## src/rtl/pc_ctrl_pkg.sv

```systemverilog
// Shared definitions for the PC fetch sequencer: FSM states, exception vector
// default and redirect-source encoding.
package pc_ctrl_pkg;

    typedef enum logic [1:0] {
        S_REQ   = 2'd0,
        S_WAIT  = 2'd1,
        S_VALID = 2'd2
    } fetch_state_t;

    typedef enum logic [1:0] {
        RD_NONE = 2'd0,
        RD_EXC  = 2'd1,
        RD_ERET = 2'd2,
        RD_BR   = 2'd3
    } redir_src_t;

    localparam logic [31:0] EXC_VECTOR_DEF = 32'hBFC00380;

endpackage

```

## src/rtl/pc_redirect_mux.sv

```systemverilog
// Priority redirect selector: exception > eret > branch/jump.
module pc_redirect_mux
    import pc_ctrl_pkg::*;
#(
    parameter int               WIDTH      = 32,
    parameter logic [WIDTH-1:0] EXC_VECTOR = WIDTH'(EXC_VECTOR_DEF)
) (
    input  logic             exc_flush,
    input  logic             eret,
    input  logic [WIDTH-1:0] epc,
    input  logic             br_taken,
    input  logic [WIDTH-1:0] br_target,
    output logic             redirect,
    output logic [WIDTH-1:0] target
);

    redir_src_t src_s;

    // Encode the winning redirect source.
    always_comb begin
        src_s = RD_NONE;
        if (exc_flush) begin
            src_s = RD_EXC;
        end else if (eret) begin
            src_s = RD_ERET;
        end else if (br_taken) begin
            src_s = RD_BR;
        end else begin
            src_s = RD_NONE;
        end
    end

    // Select the target address for the winning source.
    always_comb begin
        redirect = 1'b1;
        target   = '0;
        case (src_s)
            RD_EXC:  target = EXC_VECTOR;
            RD_ERET: target = epc;
            RD_BR:   target = br_target;
            default: redirect = 1'b0;
        endcase
    end

endmodule

```

## src/rtl/pc_fetch_ctrl.sv

```systemverilog
// PC front-end sequencer: drives pc en/d, issues fetches, buffers the word.
// Optional misaligned-fetch trap enabled by defining PC_ALIGN_CHECK_EN.
module pc_fetch_ctrl
    import pc_ctrl_pkg::*;
#(
    parameter int               WIDTH      = 32,
    parameter logic [WIDTH-1:0] EXC_VECTOR = WIDTH'(EXC_VECTOR_DEF)
) (
    input  logic             clk,
    input  logic             rst,
    input  logic [WIDTH-1:0] pc_q,
    output logic             pc_en,
    output logic [WIDTH-1:0] pc_d,
    input  logic             exc_flush,
    input  logic             eret,
    input  logic [WIDTH-1:0] epc,
    input  logic             br_taken,
    input  logic [WIDTH-1:0] br_target,
    input  logic             stall,
    output logic             inst_req,
    output logic [WIDTH-1:0] inst_addr,
    input  logic             inst_addr_ok,
    input  logic             inst_data_ok,
    input  logic [WIDTH-1:0] inst_rdata,
    output logic             inst_valid,
    output logic [WIDTH-1:0] inst_out,
    output logic [WIDTH-1:0] inst_pc
`ifdef PC_ALIGN_CHECK_EN
    ,
    output logic             inst_adel
`endif
);

    fetch_state_t     state_q;
    logic             discard_q;
    logic             adel_q;
    logic [WIDTH-1:0] inst_out_q;
    logic [WIDTH-1:0] inst_pc_q;
    logic             redirect_s;
    logic [WIDTH-1:0] target_s;
    logic             misalign_s;

    pc_redirect_mux #(
        .WIDTH      (WIDTH),
        .EXC_VECTOR (EXC_VECTOR)
    ) u_redirect_mux (
        .exc_flush (exc_flush),
        .eret      (eret),
        .epc       (epc),
        .br_taken  (br_taken),
        .br_target (br_target),
        .redirect  (redirect_s),
        .target    (target_s)
    );

`ifdef PC_ALIGN_CHECK_EN
    assign misalign_s = (pc_q[1:0] != 2'b00);
    assign inst_adel  = adel_q;
`else
    assign misalign_s = 1'b0;
`endif

    // Fetch FSM; a redirect while a fetch is in flight marks its data for discard.
    always_ff @(posedge clk) begin
        if (rst) begin
            state_q    <= S_REQ;
            discard_q  <= 1'b0;
            adel_q     <= 1'b0;
            inst_out_q <= '0;
            inst_pc_q  <= '0;
        end else begin
            case (state_q)
                S_REQ: begin
                    if (misalign_s) begin
                        if (!redirect_s) begin
                            state_q    <= S_VALID;
                            adel_q     <= 1'b1;
                            inst_out_q <= '0;
                            inst_pc_q  <= pc_q;
                        end
                    end else if (inst_addr_ok) begin
                        state_q   <= S_WAIT;
                        discard_q <= redirect_s;
                    end
                end
                S_WAIT: begin
                    if (inst_data_ok) begin
                        discard_q <= 1'b0;
                        if (discard_q || redirect_s) begin
                            state_q <= S_REQ;
                        end else begin
                            state_q    <= S_VALID;
                            inst_out_q <= inst_rdata;
                            inst_pc_q  <= pc_q;
                        end
                    end else if (redirect_s) begin
                        discard_q <= 1'b1;
                    end
                end
                S_VALID: begin
                    if (redirect_s) begin
                        state_q <= S_REQ;
                        adel_q  <= 1'b0;
                    end else if (!stall && !adel_q) begin
                        state_q <= S_REQ;
                    end
                end
                default: begin
                    state_q   <= S_REQ;
                    discard_q <= 1'b0;
                    adel_q    <= 1'b0;
                end
            endcase
        end
    end

    // Same-cycle pc update, bus request and decode-valid qualification.
    always_comb begin
        pc_en      = 1'b0;
        pc_d       = pc_q + WIDTH'(4);
        inst_req   = 1'b0;
        inst_valid = 1'b0;
        if (rst) begin
            pc_en = 1'b0;
        end else begin
            if (redirect_s) begin
                pc_en = 1'b1;
                pc_d  = target_s;
            end else if (state_q == S_VALID && !stall && !adel_q) begin
                pc_en = 1'b1;
            end else begin
                pc_en = 1'b0;
            end
            inst_req   = (state_q == S_REQ) && !misalign_s;
            inst_valid = (state_q == S_VALID) && !redirect_s;
        end
    end

    assign inst_addr = pc_q;
    assign inst_out  = inst_out_q;
    assign inst_pc   = inst_pc_q;

endmodule

```

## config.mk

```make
export PLATFORM = sky130hd
export DESIGN_NAME = pc_fetch_ctrl
export DESIGN_NICKNAME = d
export VERILOG_FILES = /design/src/rtl/pc_ctrl_pkg.sv /design/src/rtl/pc_redirect_mux.sv /design/src/rtl/pc_fetch_ctrl.sv
export SDC_FILE = /design/constraint.sdc
export NUM_CORES = 1
export LEC_CHECK = 0
export CAP_MARGIN = 5
export CORE_MARGIN = 5
export CORE_UTILIZATION = 39
export DETAILED_ROUTE_END_ITERATION = 12
export GPL_TIMING_DRIVEN = 1
export PLACE_DENSITY = 0.84
export SKIP_CTS_REPAIR_TIMING = 1
export SYNTH_ARGS = -nofsm -noshare
export SYNTH_HDL_FRONTEND = slang
export SYNTH_SLANG_ARGS = --single-unit
```

## constraint.sdc

```tcl
create_clock -name clk -period 5.9 [get_ports clk]
set_input_delay 1.18 -clock clk [delete_from_list [all_inputs] [get_ports clk]]
set_output_delay 1.18 -clock clk [all_outputs]
set_load 0.03 [all_outputs]
```

Yosys cells after proc, flatten, opt, wreduce, memory -nomap -nowiden:

Cells that the tools add are included.

* output and inout bits: 131
* input port bits: 136
* word-level logic and storage cells: 58
* flip-flop bits (word level): 68

* add/sub/neg operators: 1
* reduce and logical (&&, ||, !) cells: 15
* multiplexer cells: 24
* equality and inequality tests: 10
* bitwise logic cells: 3

Operator list (count)
* $pmux W32 S3: 1
* $mux W32: 2
* $add A32 B3 Y32 const B: 1
* $mux W2: 8
* $mux W1: 10
* $reduce_and A3 Y1: 3
* $eq A2 B2 Y1 const B: 3
* $ne A2 B2 Y1 const B: 3
* $ne A3 B3 Y1 const B: 2
* $pmux W2 S3: 1
* $eq A2 B1 Y1 const B: 2
* $logic_and A1 B1 Y1: 4
* $logic_not A1 Y1: 3
* $not A1 Y1: 3
* $pmux W1 S3: 1
* $reduce_or A3 Y1: 1
* $logic_not A2 Y1: 1
* $pmux W1 S2: 1
* $reduce_and A2 Y1: 1
* $reduce_or A2 Y1: 1
* $logic_or A1 B1 Y1: 1

Logic depth before layout (Yosys ltp):

Gate-level depths: netlist (run 1).

* word-level depth: 10
* mapped depth: 7
* mapped depth without buffers: 5

By module:

A second synthesis (run 1) with hierarchy kept.

* cells, all modules: 555
* area total of the unflattened synthesis: 4016.4 um^2

Modules (own cells, without submodules)
* pc_fetch_ctrl: instances 1, area each 3603.5 um^2, sequential area each 1341.3 um^2, cells an instance 509
* pc_redirect_mux: instances 1, area each 412.9 um^2, sequential area each 0.0 um^2, cells an instance 46

Least setup slack after synthesis (run 1):

Ideal clock, no wire load.

* kind: input to output
* from: input pc_q[2]
* to: output pc_d[30]
* cell stages on the path: 6
* arrival: 2.781 ns
* required time: 4.720 ns
* path slack: 1.939 ns
* buffers on the path: 1
* cell sequence: ha_1 > and4_1 > buf_6 > nand2_2 > or4_1 > a31oi_1

* longest elaborated chain between the ends: 3

RTL lines
* start, declared: line pc_fetch_ctrl.sv:11 `input logic [WIDTH-1:0] pc_q,`
* $add A32 B3 Y32 (*): line pc_fetch_ctrl.sv:120 `pc_d = pc_q + WIDTH'(4);`
* $mux W32: line pc_fetch_ctrl.sv:126 `if (redirect_s) begin`
* $mux W32 (*): line pc_fetch_ctrl.sv:123 `if (rst) begin`
* end, declared: line pc_fetch_ctrl.sv:13 `output logic [WIDTH-1:0] pc_d,`

Mark *: on every way between the ends. The rest lies on a longest branch, timed or not.

Final worst setup path (run 1):

Same ends and word-level chain as after synthesis.

==> impl_metrics.ini, run 1 <==
[synth]
syn-num-nets = 673
ys_seq_area_frac = 0.337
synthesis.area_um2 = 3980
synth_flop_cell = dfxtp_1
synth_top_area_frac = 0.337
synth_most_common_cell = nand2_1
ys_ff_latch = 67
synth_cell_types = 53
ys_async_sr_fraction = 0
synth_edf_count = 0
synthTopCellsByCount = nand2_1, a21oi_1, dfxtp_1
synthCells = 536
syn_area_per_cell_um2 = 7.42
synth_largest_area_cell = dfxtp_1
ys_warn_count = 0
synth_area_leaders = dfxtp_1, nand2_1, a21oi_1

[run_status]
outcome = finished clean

[grt]
grt_max_degree = 65
grt_pass1_wl_um = 26400
antenna_found_initial = 0
grt_pass1_vias = 4897
grt_overflow_total = 0
track_usage = 0.267

[worst_setup_path]
path_buf_inv = 2
rr_worst_depth = 5
slowest_stage = clkdlybuf4s50_1
crit_path_frequent_cell = clkdlybuf4s50_1
crit_family = buffers and inverters
arrival_ns = 4.00
worstSetupPathType = input pin to primary output
rr_startpoint = state_q[0]
path_cells = clkdlybuf4s50_1, ha_1, and4_1, nand2_2, or4_1, a31oi_1, clkdlybuf4s50_1
rrSetupSlack_ns = 3.31
crit_path_end_kind = primary output
crit_fanout = 7
reg2reg_to = inst_out[7]
slowest_delay_ns = 0.72
critPathLaunchType = input pin
cp.required_ns = 4.72

[drt]
drt_wl_total_um = 16900
drt_first_pass_iters = 5
avgViaCountPerCell = 5.49
drc = 0
wl_per_cell_um = 19.1
ant_nets = 0
first_iter_violations = 335
vias = 4862

[timing]
fin_crit_sh = 0.877
finalClockSkew_ns = 0.00634
period_minus_slack_ns = 5.18
hold_violations = 0
rsz0062_at_grt = false
fin_tns_setup_ns = 0
setup_viol = 0
tightest_slew_ns = 1.25
hold_ws_ns = 0.455
slew_headroom = 0.165
setup_ws_ns = 0.723
clock.fmax_ghz = 0.193
final_max_slew_viol_count = 0

[power_and_ir_drop]
power.internal_uw = 823
power_frac_comb = 0.292
vdd_drop_max_v = 0.0000980
switching_share = 0.320
power_switching_uw = 387
pwr-share-seq = 0.379
leakage_uw = 0.00217
p_per_area_nw_per_um2 = 183
clkPwrFrac = 0.329

[clock_network]
cts_sinks = 67
cts_tree = done
clkTransAtPathRegs_ns = 0.08
ctsLongestPathBuffers = 2
cts_root_buffer = clkbuf_8
cts_made_buffers = 9
worstSkewPairLatency_ns = 0.36
ctsHtreeMaxLevel = 3

[cells_and_area]
multi_input_area_um2 = 2170
regArea_um2 = 1340
area_growth_pct = 66.2
antennaDiodeCount = 0
nets = 884
drive_above_1_share = 0.0519
fillers = 819

[worst_hold_path]
hold_depth = 2
hold_class = register to register
hold_end = inst_out[29]
min_from = inst_out[29]

[floorplanning]
num_io_pins = 267
rows = 36
fp.dieArea_um2 = 12300
core-area_um2 = 9860
die_h_um = 111
start_util = 0.403
die_w_um = 111

[job]
maxCapViolations = 0

[placed_design]
gp_congestion = 0.909
place_hpwl_um = 13200
port_buffers = 266
place_ws_ns = 0.782
-- flip-flops by register name (all words and copies together) (netlist names) --
signal / count
inst_out: 32
state_q: 2
inst_pc: 32
discard_q: 1
-- power groups by stage --
stage / Sequential [uW] / Clock [uW] / Combinational [uW]
finish: 459 / 398 / 354
floorplan: 474 / 0 / 163
CTS: 459 / 404 / 354
global placement: 469 / 0 / 350
detailed placement: 469 / 0 / 352
global route: 459 / 431 / 372
-- per-stage QoR --
stage / power, uW / instance area, um2 / util / std cells
6_report: 1210 / 6610 / 0.670 / 885
5_1_grt: 1260 / 6610 / 0.670 / 885
4_1_cts: 1220 / 6610 / 0.670 / 885
3_5_place_dp: 821 / 6410 / 0.650 / 869
3_3_place_gp: 819 / 6410 / 0.650 / 869
2_1_floorplan: 637 / 3980 / - / 536
-- worst max-delay path by stage --
stage / start / endpoint / slack, ns / cells past startpoint
2_1_floorplan: pc_q[2] / pc_d[30] / 1.94 / 6
3_3_place_gp: pc_q[2] / pc_d[30] / 0.85 / 7
3_5_place_dp: pc_q[2] / pc_d[30] / 0.78 / 7
4_1_cts: pc_q[2] / pc_d[30] / 0.75 / 7
5_1_grt: exc_flush / pc_d[28] / 0.64 / 7
6_report: pc_q[2] / pc_d[30] / 0.72 / 7
-- cell type report --
type | count | area share
clock inverters | 7 | 0.0114
multi-input cells | 391 | 0.329
flip-flops and latches | 67 | 0.203
well taps | 133 | 0.0252
clock buffers | 9 | 0.0187
repair buffers | 274 | 0.411
inverters | 4 | 0.00227
-- cell usage in the layout, fill, tap and decap left out, types with 4 or more instances in the layout --
cell	instances
xnor2_1	6
xor2_1	7
clkbuf_8	9
buf_4	8
nand4_1	11
inv_1	4
a221oi_1	14
nand2_1	147
o31a_1	4
o22ai_1	18
and4_1	9
or4_1	4
nor2_1	12
clkdlybuf4s50_1	265
a211oi_1	7
nor4_1	8
nand3_1	7
nor3_1	6
a21oi_1	74
a22oi_1	10
dfxtp_1	67
-- tightest hold or removal path, delay by kind of cell (launching register included) --
family	cells	cell delay, ns
flops	1	0.31
compound gates	1	0.05
simple gates	1	0.05
-- per-layer routing --
layer	vias to the layer above	track usage	wire length (um)
li1	2309	-	-
met1	2272	0.309	6650
met2	245	0.457	8400
met3	36	0.0830	1410
met4	0	0.110	456
met5	-	0	0
-- cell families (layout without fill, tap and decap cells) --
kind of cell             after synthesis  after routing  synth area share
adder cells (fa/ha/maj)                1              1           0.00315
AND/OR/NAND/NOR                      234            234             0.286
multiplexers                           1              1           0.00252
buffers and inverters                 78            294             0.119
flip-flops                            67             67             0.337
XOR/XNOR                              13             13            0.0286
AO/OA/AOI/OAI                        142            142             0.223
Note: power is estimated with default switching activity, not from simulation.
==> run 2, diff against run 1 <==
--- a/config.mk
+++ b/config.mk
@@ -7,10 +7,10 @@
 export LEC_CHECK = 0
 export CAP_MARGIN = 5
 export CORE_MARGIN = 5
-export CORE_UTILIZATION = 39
+export CORE_UTILIZATION = 35
 export DETAILED_ROUTE_END_ITERATION = 12
 export GPL_TIMING_DRIVEN = 1
-export PLACE_DENSITY = 0.84
+export PLACE_DENSITY = 0.76
 export SKIP_CTS_REPAIR_TIMING = 1
 export SYNTH_ARGS = -nofsm -noshare
 export SYNTH_HDL_FRONTEND = slang
==> run 2 against run 1 <==
Net effect: maximum frequency increased by 0.23%; design area increased by 2.2%; count of clock-buffer cells in the layout increased by 1; clock power increased by 43%; largest cell class unchanged.
==> impl_metrics.ini, run 2 (synthesized netlist as in run 1, its figures left out) <==
[run_status]
outcome = finished clean

[drt]
wl_per_cell_um = 18.7
ant_nets = 0
drc = 0
vias = 4806
drt_wl_total_um = 16700
avgViaCountPerCell = 5.36
drt_first_pass_iters = 4
first_iter_violations = 305

[grt]
grt_pass1_vias = 4690
use_met3 = 0.0782
grt.busiest_layer = met2
gr-usage-met1 = 0.282
grt_pass1_wl_um = 25000
grt_max_degree = 65
grt_overflow_total = 0
track_usage = 0.236
met2_usage = 0.397
antenna_found_initial = 0

[clock_network]
cts_tree = done
ctsHtreeMaxLevel = 3
cts_made_buffers = 9
clkTransAtPathRegs_ns = 0.05
cts_sinks = 67
cts_root_buffer = clkbuf_16
worstSkewPairLatency_ns = 0.32
ctsLongestPathBuffers = 2

[cells_and_area]
regArea_um2 = 1340
mostFrequentLayoutCells = clkdlybuf4s50_1, nand2_1, a21oi_1
antennaDiodeCount = 0
drive_above_1_share = 0.0504
finalNonFillerCells = 897
nets = 886
area_growth_pct = 69.8
multi_input_area_um2 = 2170
fillers = 1016
final_common_cell = clkdlybuf4s50_1

[power_and_ir_drop]
power_frac_comb = 0.257
clkPwrFrac = 0.411
p_per_area_nw_per_um2 = 205
leakage_uw = 0.00223
power_switching_uw = 386
pwr-share-seq = 0.332
power.internal_uw = 997
switching_share = 0.279
vdd_drop_max_v = 0.000107

[timing]
rsz0062_at_grt = false
finalClockSkew_ns = 0.00646
clock.fmax_ghz = 0.194
slew_headroom = 0.181
fin_crit_sh = 0.875
hold_violations = 0
setup_viol = 0
period_minus_slack_ns = 5.17
hold_ws_ns = 0.451
tightest_slew_ns = 1.23
fin_tns_setup_ns = 0
final_max_slew_viol_count = 0

[floorplanning]
start_util = 0.353
rows = 39
die_h_um = 117
core-area_um2 = 11300
num_io_pins = 267
fp.dieArea_um2 = 13600
die_w_um = 117

[job]
maxCapViolations = 0

[worst_setup_path]
arrival_ns = 3.99
rrSetupSlack_ns = 3.59
critPathLaunchType = input pin
crit_path_end_kind = primary output
worstSetupPathType = input pin to primary output
crit_fanout = 7
cp.required_ns = 4.72

[placed_design]
place_hpwl_um = 13000
port_buffers = 266
gp_congestion = 0.892
placed_cells = 881

[worst_hold_path]
hold_class = register to register
run 2: changes by cell type in the layout (fill, tap and decap cells not counted), sizes merged:
cell,previous run,this run
bufinv,1,2
clkinvlp,0,1
buf,9,11
inv,6,4
clkbuf,9,10
clkinv,4,3
run 2: layer usage:
layer | vias up | part of all wire
li1 | 2318 | -
met1 | 2216 | 0.40
met2 | 244 | 0.48
met3 | 28 | 0.099
met4 | 0 | 0.023
met5 | - | 0
run 2: power by group through the flow:
stage	sequential, uW	clock (uW)	combinational [uW]
after CTS	459	583	356
after detailed placement	469	0	354
after floorplan	474	0	163
after global placement	469	0	352
after global routing	460	602	375
final	460	568	355
run 2: metrics by stage:
step | setup slack, ns | utilization | power [uW] | cell area [um2]
5_1_grt | 0.632 | 0.599 | 1440 | 6760
2_1_floorplan | 1.94 | - | 637 | 3980
3_5_place_dp | 0.814 | 0.571 | 823 | 6440
3_3_place_gp | 0.853 | 0.571 | 821 | 6440
4_1_cts | 0.779 | 0.599 | 1400 | 6760
6_report | 0.735 | 0.599 | 1380 | 6760
run 2: final cells by class:
| cell class | count | area share |
|---|---|---|
| Inverter | 4 | 0.00222 |
| Sequential cell | 67 | 0.199 |
| Clock buffer | 10 | 0.0339 |
| Clock inverter | 6 | 0.0133 |
| Tap cell | 143 | 0.0265 |
| Multi-Input combinational cell | 391 | 0.321 |
| Timing Repair Buffer | 276 | 0.405 |
run 2: critical path, cell delays in order:
cell and delay [ns]:
clkdlybuf4s50_1 0.59, ha_1 0.28, and4_1 0.42, nand2_2 0.08
or4_1 0.53, a31oi_1 0.20, clkdlybuf4s50_1 0.70
run 2: worst paths after layout:
check / cells past startpoint / from / endpoint
worst max-delay path: 7 / pc_q[2] / pc_d[30]
worst min-delay path: 2 / inst_out[12] / inst_out[12]
worst max register to register: 4 / state_q[0] / inst_out[0]
worst min register to register: 2 / inst_out[12] / inst_out[12]
